**src/rtl/sqrt_iter.sv**
```systemverilog
// Iterative restoring integer square root: one root bit per enabled clock,
// producing floor(sqrt(radical)) and radical - q^2 behind valid/ready handshakes.
module sqrt_iter #(
  parameter int WIDTH   = 21,
  parameter int Q_WIDTH = (WIDTH + 1) / 2,
  parameter int R_WIDTH = Q_WIDTH + 1
) (
  input  logic               clk,
  input  logic               rst,
  input  logic               ena,
  input  logic               in_valid,
  output logic               in_ready,
  input  logic [WIDTH-1:0]   radical,
  output logic               out_valid,
  input  logic               out_ready,
  output logic [Q_WIDTH-1:0] q,
  output logic [R_WIDTH-1:0] remainder,
  output logic               busy
);

  // Handshakes: a transfer happens on a rising edge where ena, valid and ready
  // are all high; valid must be held until that edge, ready never depends on valid.

  localparam int RAD_W = 2 * Q_WIDTH;
  localparam int CNT_W = (Q_WIDTH > 1) ? $clog2(Q_WIDTH) : 1;
  localparam logic [CNT_W-1:0] CNT_LAST = CNT_W'(Q_WIDTH - 1);

  typedef enum logic [1:0] {
    S_IDLE,
    S_RUN,
    S_DONE
  } state_t;

  state_t             r_state;
  state_t             w_state_next;
  logic [RAD_W-1:0]   r_rad;
  logic [Q_WIDTH-1:0] r_root;
  logic [R_WIDTH-1:0] r_rem;
  logic [CNT_W-1:0]   r_cnt;
  logic [Q_WIDTH-1:0] r_q;
  logic [R_WIDTH-1:0] r_remainder;

  logic               w_accept;
  logic               w_release;
  logic               w_last;
  logic [1:0]         w_pair;
  logic [R_WIDTH+1:0] w_cand;
  logic [R_WIDTH+1:0] w_sub;
  logic               w_fits;
  logic [R_WIDTH-1:0] w_rem_next;
  logic [Q_WIDTH-1:0] w_root_next;

  assign w_accept  = ena & in_valid & (r_state == S_IDLE);
  assign w_release = ena & out_ready & (r_state == S_DONE);
  assign w_last    = ena & (r_state == S_RUN) & (r_cnt == '0);

  // Restoring step: try subtracting {root, 01} from {rem, next radical pair}.
  assign w_pair      = r_rad[RAD_W-1 -: 2];
  assign w_cand      = {r_rem, w_pair};
  assign w_sub       = {{(R_WIDTH - Q_WIDTH){1'b0}}, r_root, 2'b01};
  assign w_fits      = (w_cand >= w_sub);
  assign w_rem_next  = R_WIDTH'(w_fits ? (w_cand - w_sub) : w_cand);
  assign w_root_next = (r_root << 1) | Q_WIDTH'(w_fits);

  always_comb begin
    w_state_next = r_state;
    case (r_state)
      S_IDLE:  if (w_accept)  w_state_next = S_RUN;
      S_RUN:   if (w_last)    w_state_next = S_DONE;
      S_DONE:  if (w_release) w_state_next = S_IDLE;
      default: w_state_next = S_IDLE;
    endcase
  end

  always_ff @(posedge clk) begin
    if (rst) begin
      r_state     <= S_IDLE;
      r_rad       <= '0;
      r_root      <= '0;
      r_rem       <= '0;
      r_cnt       <= '0;
      r_q         <= '0;
      r_remainder <= '0;
    end else if (ena) begin
      r_state <= w_state_next;
      if (w_accept) begin
        r_rad  <= RAD_W'(radical);
        r_root <= '0;
        r_rem  <= '0;
        r_cnt  <= CNT_LAST;
      end else if (r_state == S_RUN) begin
        r_rad  <= r_rad << 2;
        r_root <= w_root_next;
        r_rem  <= w_rem_next;
        r_cnt  <= r_cnt - CNT_W'(1);
        if (r_cnt == '0) begin
          r_q         <= w_root_next;
          r_remainder <= w_rem_next;
        end
      end
    end
  end

  assign in_ready  = (r_state == S_IDLE);
  assign out_valid = (r_state == S_DONE);
  assign busy      = (r_state == S_RUN);
  assign q         = r_q;
  assign remainder = r_remainder;

endmodule

```
**config.mk**
```make
export PLATFORM = sky130hd
export DESIGN_NAME = sqrt_iter
export DESIGN_NICKNAME = d
export VERILOG_FILES = /design/src/rtl/sqrt_iter.sv
export SDC_FILE = /design/constraint.sdc
export NUM_CORES = 1
export LEC_CHECK = 0
export ABC_AREA = 1
export CAP_MARGIN = 20
export CORE_MARGIN = 1
export CORE_UTILIZATION = 30
export DETAILED_ROUTE_END_ITERATION = 10
export GPL_TIMING_DRIVEN = 0
export REMOVE_ABC_BUFFERS = 1
export SKIP_CTS_REPAIR_TIMING = 1
export SYNTH_ARGS = -nofsm -noshare
export SYNTH_HDL_FRONTEND = slang
export SYNTH_SLANG_ARGS = --single-unit
```
**constraint.sdc**
```tcl
create_clock -name clk -period 3.94 [get_ports clk]
set_input_delay 0.591 -clock clk [delete_from_list [all_inputs] [get_ports clk]]
set_output_delay 0.591 -clock clk [all_outputs]
set_load 0.02 [all_outputs]
```
==> results.md, run 1 <==
- The category of the worst setup path capture point is a flop.
- In this run, the number of DRC markers left after iteration 0 of detailed routing was 179.
- The worst register-to-register path begins at r_state[1].
- The main combinational cell family by area after synthesis is simple AND/OR/NAND/NOR gates.
- The via count of the first global-routing pass was 3361.
- Detailed placement ended at an HPWL of 6.21 mm.
- The total number of cells along the worst setup path is 7.
- After detailed routing, the average wire length per cell comes to 11.8 um.
- The share of layout cells above drive strength 1 is 5.56%.
- The number of slew-limit violations in the final report is 0.
- The critical path's most frequent cell is sky130_fd_sc_hd__inv_2.
- Across the whole layout, storage elements account for 1480 sq um.
- The worst-case IR drop observed on VDD is 192 uV.
- The final count of hold timing violations is 0.
- The root buffer cell is sky130_fd_sc_hd__clkbuf_16.
- In the synthesized netlist, the cells that appear most often are sky130_fd_sc_hd__nand2_1 (170), sky130_fd_sc_hd__dfxtp_1 (74), sky130_fd_sc_hd__inv_1 (62).
- The arrival time at the worst endpoint is 3480 ps.
- The final route contains 3492 vias.
- The pre-antenna-repair detailed-routing pass consisted of 4 iterations.
- Yosys attributes the largest share of cell area to sky130_fd_sc_hd__dfxtp_1 (40%), sky130_fd_sc_hd__nand2_1 (17%), sky130_fd_sc_hd__a21oi_1 (6.3%).
- Setup repair after global routing left no endpoint under its margin.
- The cell type with the highest aggregate area in the netlist is sky130_fd_sc_hd__dfxtp_1.
- The number of standard cells after synthesis is 552.
- The count of warnings emitted by yosys is 0.
- The critical path startpoint is ena.
- After detailed routing, the total wire length is 8.98 mm.
- The cell with the largest stage delay on the worst path is sky130_fd_sc_hd__nand3_1.
- The clock input transition at the sequential cells of the worst setup and hold paths is 60 ps.
- The synthesized netlist devotes 5.02% of its cell area to adder and majority cells.
- The cell class contributing the biggest share of worst-path delay is simple AND/OR/NAND/NOR gates.
- Fill cells in the final layout number 1275.
- The startpoint class of the critical path is an input pin.
- The logic depth of the worst register-to-register path is 7.
- In this run the core area contains 40 standard-cell rows.
- The power density over cell area is 446 nW/um^2.
- After the last flow step, the layout net total stands at 629.
- The analysis attributes to cell leakage a power of 0.00198 uW.
- In this run, synthesis inferred 0 flip-flops with an integrated enable.
- After synthesis, the mean cell area works out to 6.77 sq um.
- By instance count, the leading cell after synthesis is sky130_fd_sc_hd__nand2_1.
- The async set or reset register ratio after synthesis is 0%.
- The placeable core region is 12100 sq um.
- The largest fanout on the critical path is 32.
- The final critical delay including setup and external delays is 3290 ps.
- The multi-input combinational cell area is 1880 sq um.
- The remaining design rule violation count is 0.
- The synthesized netlist devotes 1.17% of its cell area to XOR and XNOR gates.
- The complex-gate fraction of the synthesized area is 16.3%.
- TritonCTS built the clock tree.
- The area growth from synthesis to layout is 24.1%.
- The largest net degree at the start of global routing is 42.
- At the end of routability-driven placement, the weighted congestion stood at 0.863.
- The detail route stage leaves a number of antenna-violating nets equal to 0.
- The post-route clock skew is 8.70 ps.
- From bottom edge to top edge, the die measures 114 um.
- The post-synthesis share of cell area spent on and, or, nand and nor gates is 27.7%.
- For this run, the total global-route usage over all layers was measured as 15.0%.
- Setup violations remaining at the end of the flow were counted as 0.
- The final antenna diode count is 0.
- CTS saw 74 sinks.
- The total of buffers placed on input and output ports is 51.
- The synthesized design devotes to its leading area cell type 39.7% of total area.
- The die covers 12900 sq um.
- The prevailing post-synth register cell is sky130_fd_sc_hd__dfxtp_1.
- The wire length of the first global-routing pass is 15.3 mm.
- The highest cell delay on the worst timing path is 690 ps.
- The category of the most critical setup path is input pin to flop.
- The number of buffer and inverter stages on the critical path is 3.
- The capturing instance or port of the critical path is r_rad[4].
- The period utilization is 83.6%.
- The TritonCTS buffer count is 9.
- The latest clock arrival within the worst-skew pair is 340 ps.
- In this run the critical register-to-register path is captured at r_rad[4].
- Max-cap violations in this run came to 0.
- The total standard cell area after synthesis is 3740 sq um.
- The run finished with clean final reports.
- Counting flops and latches in the post-synthesis netlist gives 74.
- Measured against its own limit, the worst slew margin works out to 41.5%.
- The share of the core filled with cells in the final layout is 38.4%.
- The upper clock frequency limit is 0.304 GHz.
- Walking the worst path, the cells encountered are clkdlybuf4s50_1 > nand3_1 > inv_2 > nor2_4 > inv_2 > o21ai_0 > a31oi_1.
- The measured slew at the worst slew-check pin is 875 ps.
- The initial antenna violation count came to 0.
- The total negative slack for setup checks is 0 ps.
- The initial core utilization is 31.0%.
- The setup slack of the worst register-to-register path is 950 ps.
- The path type of the worst min-delay path is flop to flop.
- The die width is 114 um.
- The total global routing overflow is 0.
- STA puts the critical path data required time at 4130 ps.
- The I/O pin count is 52.
- After detailed routing, the number of vias per cell comes to 4.59.
- For this run, the register share of the synthesized area comes to 39.7%.
- The number of distinct library cells after synthesis is 31.
- The H-tree generated during clock tree synthesis spans 3 levels.
- In this run the deepest clock path goes through 2 buffers.
- The multiplexer share of the synthesized area is 0%.
==> cells in the final DEF (no fill, tap or decap), drive strengths merged <==
cell and count:
nand2 173, dfxtp 74, inv 69, clkdlybuf4s50 50
a21oi 47, nor2 46, o21ai 45, nand3 23
ha 15, a31oi 13, clkbuf 10, a211oi 5
xor2 4, nor3 3, nand4 3, clkinv 3
and2 2, xnor2 1, a21o 1, o21bai 1
nand3b 1, a22oi 1, o211ai 1, bufinv 1
buf 1
==> worst min-delay path: stages (launching register included) <==
cell                      delay, ps
sky130_fd_sc_hd__dfxtp_1        310
sky130_fd_sc_hd__nand2_1         60
sky130_fd_sc_hd__a21oi_1         50
==> final cells by class <==
cell class	count	area share [%]
multi-input combinational	385	40.4
tap	168	4.53
clock inverter	6	1.59
timing repair buffer	51	10.9
inverter	67	5.42
sequential	74	31.9
clock buffer	10	5.15
==> routing by layer <==
layer / vias to the layer above / global-route usage, % / wire length (um)
li1: 1838 / - / -
met1: 1563 / 17.2 / 4170
met2: 81 / 25.9 / 4150
met3: 10 / 5.15 / 566
met4: 0 / 5.09 / 93
met5: - / 0 / 0
==> registers in the layout, summed over array words and instances (netlist names) <==
signal and count:
r_root 11, r_rad 22, remainder 12, r_state 2
q 11, r_rem 12, r_cnt 4
==> metrics by stage <==
step                      setup slack [ps]  cells  power [uW]  hold WS (ps)  instance area, sq um
after detailed placement               230    745        1230           459                  4320
after global routing                   285    761        2180           478                  4640
after CTS                              605    761        2090           469                  4640
after global placement                 195    745        1230           455                  4330
after floorplan                       1610    526        1090           442                  3610
final                                  648    761        2070           467                  4640
==> worst min-delay path by stage <==
stage | endpoint | cells past startpoint | from
6_report | r_cnt[0] | 2 | r_cnt[0]
5_1_grt | r_cnt[0] | 2 | r_cnt[0]
4_1_cts | r_cnt[0] | 2 | r_cnt[0]
3_5_place_dp | r_cnt[0] | 2 | r_cnt[0]
3_3_place_gp | r_cnt[0] | 2 | r_cnt[0]
2_1_floorplan | r_root[10] | 2 | r_root[10]
==> report_power, final <==
group	switching (uW)	internal (uW)	total [uW]
Combinational	260	142	402
Sequential	21.5	788	810
Clock	340	515	855
==> logic make-up (layout without fill, tap and decap cells) <==
logic type	count (synthesis)	count (layout)
compound gates	114	114
simple gates	251	251
fa+ha+maj	15	15
xor+xnor	5	5
flops	74	74
buf+inv	93	134
Power figures use the tool's default switching activity.
==> inputs of run 2 (changes only) <==
- clock period: 3.94 -> 2.85 ns (I/O delays scaled with it)
==> run 2 against run 1 <==
Register-to-register slack got worse by 590 ps. Sequential cell count did not move. Cell count grew 0.26%. Wire length grew 2.3%. Count of clock-buffer cells in the layout did not move. Via count down 0.54%. Sequential share of layout area shrank 0.14 points.
==> results.md, run 2 (same netlist as run 1, synthesis figures left out) <==
- The number of placement rows came to 40 (unchanged).
- The final hold slack is 467 ps (+0.0140 ps).
- The full die area is 12900 sq um (unchanged).
- The largest fanout on the critical path was 36 (+13%).
- The final design area excluding fillers is 4660 sq um (+0.43%).
- The routability congestion estimate from global placement came to 0.863 (unchanged).
- The worst-case headroom to the max-slew limit is 42.4% (+0.93 points).
- The area growth from synthesis to layout is 24.6%.
- The number of fill cells is 1275 (unchanged).
- The number of DRC markers in iteration 0 is 150 (-16%).
- More flip-flops sit in one register than any other, and that register is r_rad.
- The placed wire-length estimate is 6.21 mm (unchanged).
- The TritonCTS clock tree is done.
- The worst register-to-register path ends at r_rem[8].
- The wire length of the first global-routing pass is 15.3 mm (unchanged).
- The total power is 2870 uW (+39%).
- The period utilization is 89.9%.
- The standard cell area after detailed placement is 4320 sq um (unchanged).
- The global routing usage summed across all routing layers came to 15.0% (unchanged).
- The logic depth of the worst register-to-register path came to 11 (+4).
- The placeable core region came to 12100 sq um (unchanged).
- The flip-flop count of the largest register after layout was 22 (unchanged).
- The final count of hold timing violations is 0 (unchanged).
- The number of routed nets with antenna violations was 0 (unchanged).
- The iteration count of the initial detailed-routing pass is 4 (unchanged).
- The critical path required time is 3030 ps (-1100 ps).
- Setup repair after global routing could not meet its margin everywhere.
- The run finished with clean final reports.
- The latest clock arrival within the worst-skew pair is 340 ps (about the same).
- The die width is 114 um (unchanged).
- The aggregate routed wire length is 9.19 mm (+2.3%).
- The total global routing overflow is 0 (unchanged).
- The cell sitting at the root of the clock tree is a sky130_fd_sc_hd__clkbuf_16.
- The I/O pin count is 52 (unchanged).
- The multi-input combinational cell area is 1890 sq um (+0.60%).
- The largest net degree at the start of global routing was 42 (unchanged).
- The commonest non-fill, non-tap cell in the layout is sky130_fd_sc_hd__nand2_1.
- The power density over cell area is 615 nW/um^2 (+38%).
- The peak ir drop on the vdd network was 266 uV (+39%).
- The clock net sink count is 74 (unchanged).
- The remaining design rule violation count was 0 (unchanged).
- The worst hold path begins at r_cnt[0].
- The worst setup path is launched from an input pin.
- The number of vias per cell was 4.55 (-0.80%).
- The final antenna diode count is 0 (unchanged).
- The H-tree depth is 3 (unchanged).
- The path type of the worst min-delay path is flop to flop.
- In the layout the commonest cells are sky130_fd_sc_hd__nand2_1 (170), sky130_fd_sc_hd__dfxtp_1 (74), sky130_fd_sc_hd__inv_1 (62).
- The worst path in the final design needs a cycle of 2560 ps, including I/O delays and setup.
- The detailed-route wire length per cell was 12.0 um (+2.1%).
- The upper clock frequency limit is 0.390 GHz.
- The number of cells on the worst hold path is 2 (unchanged).
- The die height is 114 um (unchanged).
- The measured slew at the worst slew-check pin is 863 ps (-12.4 ps).
- The share of the core filled with cells in the final layout is 38.6% (+0.17 points).
- The post-route clock skew was 8.98 ps (+0.278 ps).
- The clock input transition at the sequential cells of the worst setup and hold paths is 60 ps (about the same).
- The arrival time at the worst endpoint came to 2750 ps (-730 ps).
- The initial core utilization is 31.0% (unchanged).
- The worst hold path terminates at r_cnt[0].
- The maximum buffer depth of the clock tree is 2 (unchanged).
- The initial antenna violation count was 0 (unchanged).
- The critical path in this run is classified as input pin to flop.
- The count of maximum capacitance violations is 0 (unchanged).
- The number of slew-limit violations in the final report came to 0 (unchanged).
- The sequential standard cell area is 1480 sq um (unchanged).
- The setup violation total in the final timing report was 0 (unchanged).
- The share of layout cells above drive strength 1 is 6.05% (+0.49 points).
- The TritonCTS buffer count came to 9 (unchanged).
- The total of buffers placed on input and output ports is 51 (unchanged).
- STA classifies the critical path endpoint as a flop.
- The via total after detailed routing was 3473 (-0.54%).
- The leakage power summed over all cells came to 0.00199 uW (+0.36%).
- The startpoint identified for the worst register-to-register timing path is r_root[3].
- The number of nets in the final layout came to 631 (+0.32%).
- The via count of the first global-routing pass is 3361 (unchanged).
- The setup slack of the worst register-to-register path is 360 ps (-590 ps).
run 2: cell type report:
type | count | area share [%]
Tap cell | 168 | 4.51
Multi-Input combinational cell | 386 | 40.5
Inverter | 67 | 5.43
Timing Repair Buffer | 52 | 11.0
Clock inverter | 6 | 1.59
Clock buffer | 10 | 5.13
Sequential cell | 74 | 31.8
run 2: worst max-delay path by stage:
stage,from,end,depth (start not counted)
2_1_floorplan,r_state[0],r_cnt[2],8
3_3_place_gp,rst,r_cnt[2],4
3_5_place_dp,ena,r_rad[4],7
4_1_cts,ena,r_rad[4],7
5_1_grt,ena,r_state[1],8
6_report,ena,r_state[1],8
run 2: per-stage QoR:
stage          setup TNS, ps  worst slack, ps  std cells
5_1_grt                -2.27            -2.27        763
3_3_place_gp          -26370             -731        745
2_1_floorplan              0              557        526
4_1_cts                -5410             -321        761
3_5_place_dp          -17410             -697        745
6_report                   0              287        763
run 2: critical path, cell delays in order:
cell,delay (ps)
sky130_fd_sc_hd__clkdlybuf4s50_1,550
sky130_fd_sc_hd__nand2_2,170
sky130_fd_sc_hd__nor2_4,590
sky130_fd_sc_hd__inv_1,460
sky130_fd_sc_hd__a22oi_1,250
sky130_fd_sc_hd__o211ai_1,130
sky130_fd_sc_hd__nand2_1,90
sky130_fd_sc_hd__a21oi_1,60
run 2: routing by layer:
metal	vias up	global-route usage [%]	part of all wire (%)
li1	1844	-	-
met1	1556	17.2	47
met2	69	25.9	47
met3	4	5.15	5.8
met4	0	5.09	0.57
met5	-	0	0
run 2: where the power goes:
group	internal, uW	switching (uW)	total [uW]
Clock	713	471	1180
Combinational	199	364	563
Sequential	1090	29.8	1120
Total	2000	865	2870
==> inputs of run 3 (changes only) <==
- SKIP_CTS_REPAIR_TIMING: 1 -> not set
==> run 3 against run 2 <==
Non-clock buffer count did not move. Cell count rose by 0.13%. Cell area rose by 0.13%. Register-to-register slack barely moved. Count of clock-buffer cells in the layout did not move. Worst setup slack improved by 83 ps. Largest power group unchanged.
==> results.md, run 3 (same netlist as run 1, synthesis figures left out) <==
- The maximum buffer depth of the clock tree is 2 (unchanged).
- The source of the worst register-to-register timing path is r_root[3].
- The iteration count of the initial detailed-routing pass is 4 (unchanged).
- Leaving out fill and tap cells, the most frequent cells in the layout are sky130_fd_sc_hd__nand2_1 (170), sky130_fd_sc_hd__dfxtp_1 (74), sky130_fd_sc_hd__inv_1 (62).
- The via count of the first global-routing pass is 3367 (+0.18%).
- The critical path required time is 3110 ps (+80 ps).
- The post-route clock skew is 7.27 ps (-1.71 ps).
- The number of DRC markers in iteration 0 is 165 (+10%).
- The TritonCTS buffer count is 9 (unchanged).
- The measured slew at the worst slew-check pin is 877 ps (+14.8 ps).
- The TritonCTS clock tree is done.
- The leakage power summed over all cells was 0.00199 uW (about the same).
- The share of layout cells above drive strength 1 is 6.21% (+0.16 points).
- The count of maximum capacitance violations is 0 (unchanged).
- The category of the most critical setup path is flop to flop.
- The global routing usage summed across all routing layers is 15.0% (+0.023 points).
- The worst setup path is launched from a flop.
- The die height was 114 um (unchanged).
- The initial antenna violation count is 0 (unchanged).
- The power density over cell area is 616 nW/um^2 (+0.11%).
- The via total after detailed routing is 3504 (+0.89%).
- The tree is rooted in a sky130_fd_sc_hd__clkbuf_16.
- The period utilization was 87.0% (-2.9 points).
- The endpoint identified for the worst register-to-register timing path is r_rem[8].
- The total global routing overflow was 0 (unchanged).
- The standard cell area after detailed placement came to 4320 sq um (unchanged).
- The number of cells on the worst hold path came to 2 (unchanged).
- Setup repair after global routing left no endpoint under its margin.
- The logic depth of the worst register-to-register path is 11 (unchanged).
- The placeable core region is 12100 sq um (unchanged).
- The final design area excluding fillers is 4660 sq um (+0.13%).
- The number of fill cells was 1273 (-0.16%).
- The final hold slack is 468 ps (+1.07 ps).
- The flip-flop count of the largest register after layout came to 22 (unchanged).
- The number of slew-limit violations in the final report is 0 (unchanged).
- The worst setup path is captured at a flop.
- The arrival time at the worst endpoint is 2740 ps (about the same).
- The full die area is 12900 sq um (unchanged).
- The total negative slack for setup checks is 0 ps (unchanged).
- The wire length of the first global-routing pass is 15.3 mm (+0.18%).
- The clock net sink count was 74 (unchanged).
- The path with the worst hold slack has its endpoint at r_cnt[0].
- The register containing the most flip-flops in the final layout is r_rad.
- The critical hold path startpoint is r_cnt[0].
- The worst-case headroom to the max-slew limit came to 41.4% (-0.99 points).
- The sequential standard cell area is 1480 sq um (unchanged).
- The die width is 114 um (unchanged).
- The largest net degree at the start of global routing is 42 (unchanged).
- The peak ir drop on the vdd network is 267 uV (+0.28%).
- The total of buffers placed on input and output ports came to 51 (unchanged).
- The final count of hold timing violations is 0 (unchanged).
- The largest fanout on the critical path came to 15 (-58%).
- The number of placement rows is 40 (unchanged).
- The number of nets in the final layout is 632 (+0.16%).
- The commonest non-fill, non-tap cell in the layout is sky130_fd_sc_hd__nand2_1.
- The number of routed nets with antenna violations came to 0 (unchanged).
- The final critical delay including setup and external delays was 2480 ps (-83.0 ps).
- The routability congestion estimate from global placement is 0.863 (unchanged).
- The area growth from synthesis to layout is 24.8%.
- The setup violation total in the final timing report is 0 (unchanged).
- The setup slack of the worst register-to-register path was 370 ps (about the same).
- The final worst setup slack is 370 ps (+83.0 ps).
- The multi-input combinational cell area is 1890 sq um (+0.33%).
- The upper clock frequency limit is 0.403 GHz (+3.3%).
- The I/O pin count is 52 (unchanged).
- The number of vias per cell came to 4.59 (+0.76%).
- The detailed-route wire length per cell is 12.4 um (+2.9%).
- The min-delay analysis places its worst path in the category flop to flop.
- The run finished with clean final reports.
- After clock tree synthesis, the flow added hold-fix buffers numbering 0.
- The aggregate routed wire length is 9.47 mm (+3.0%).
- The H-tree depth was 3 (unchanged).
- The pre-CTS worst setup slack is -697 ps (unchanged).
- The final antenna diode count came to 0 (unchanged).
- The total power is 2870 uW (+0.25%).
- The clock input transition at the sequential cells of the worst setup and hold paths was 60 ps (about the same).
- The placed wire-length estimate is 6.21 mm (unchanged).
- The remaining design rule violation count is 0 (unchanged).
- The initial core utilization is 31.0% (unchanged).
- The latest clock arrival within the worst-skew pair was 340 ps (about the same).
run 3: cell count changes in the layout (fill, tap and decap cells not counted):
| cell | delta |
|---|---|
| sky130_fd_sc_hd__nor2_2 | +1 |
run 3: timing repair:
action                     4_1_cts  5_1_grt
pin swaps                        0        2
setup endpoints to repair       19       18
gates resized for setup          1        1
gates cloned                     0        2
buffers inserted                 0        1
run 3: layout make-up:
class	count	share of cell area (%)
Clock inverter	6	1.58
Tap cell	168	4.51
Multi-Input combinational cell	387	40.6
Inverter	67	5.42
Timing Repair Buffer	52	11.0
Clock buffer	10	5.12
Sequential cell	74	31.8
run 3: worst max path at each step:
stage / startpoint / end / slack, ps / depth (start not counted)
after detailed placement: ena / r_rad[4] / -700 / 7
after CTS: ena / r_rad[4] / 110 / 7
final: r_root[3] / r_rem[8] / 370 / 11
after global placement: rst / r_cnt[2] / -730 / 4
after global routing: r_root[2] / r_rem[8] / 120 / 13
after floorplan: r_state[0] / r_cnt[2] / 560 / 8
run 3: report_power, final:
group	total (uW)	switching (uW)	internal, uW
Sequential	1120	29.9	1090
Clock	1190	473	712
Combinational	568	369	199
run 3: critical path: stages, from the launching register on:
cell and delay (ps):
sky130_fd_sc_hd__dfxtp_1 340, sky130_fd_sc_hd__inv_1 90, sky130_fd_sc_hd__ha_1 360, sky130_fd_sc_hd__a21oi_1 270
sky130_fd_sc_hd__nand3_1 180, sky130_fd_sc_hd__nand2_1 110, sky130_fd_sc_hd__nand3_2 290, sky130_fd_sc_hd__inv_2 330
sky130_fd_sc_hd__nand2_1 120, sky130_fd_sc_hd__nand2_1 120, sky130_fd_sc_hd__nand2_1 60, sky130_fd_sc_hd__a21oi_1 130
run 3: through the flow:
step	cells	utilization (%)
floorplan	526	-
global placement	745	35.9
detailed placement	745	35.9
CTS	761	38.5
global route	764	38.7
finish	764	38.7
run 3: per-layer routing:
| layer | track usage, % | vias to the layer above | part of all wire [%] |
|---|---|---|---|
| li1 | - | 1848 | - |
| met3 | 5.15 | 7 | 5.7 |
| met5 | 0 | - | 0 |
| met1 | 17.2 | 1576 | 46 |
| met2 | 26.1 | 73 | 47 |
| met4 | 5.09 | 0 | 1.0 |
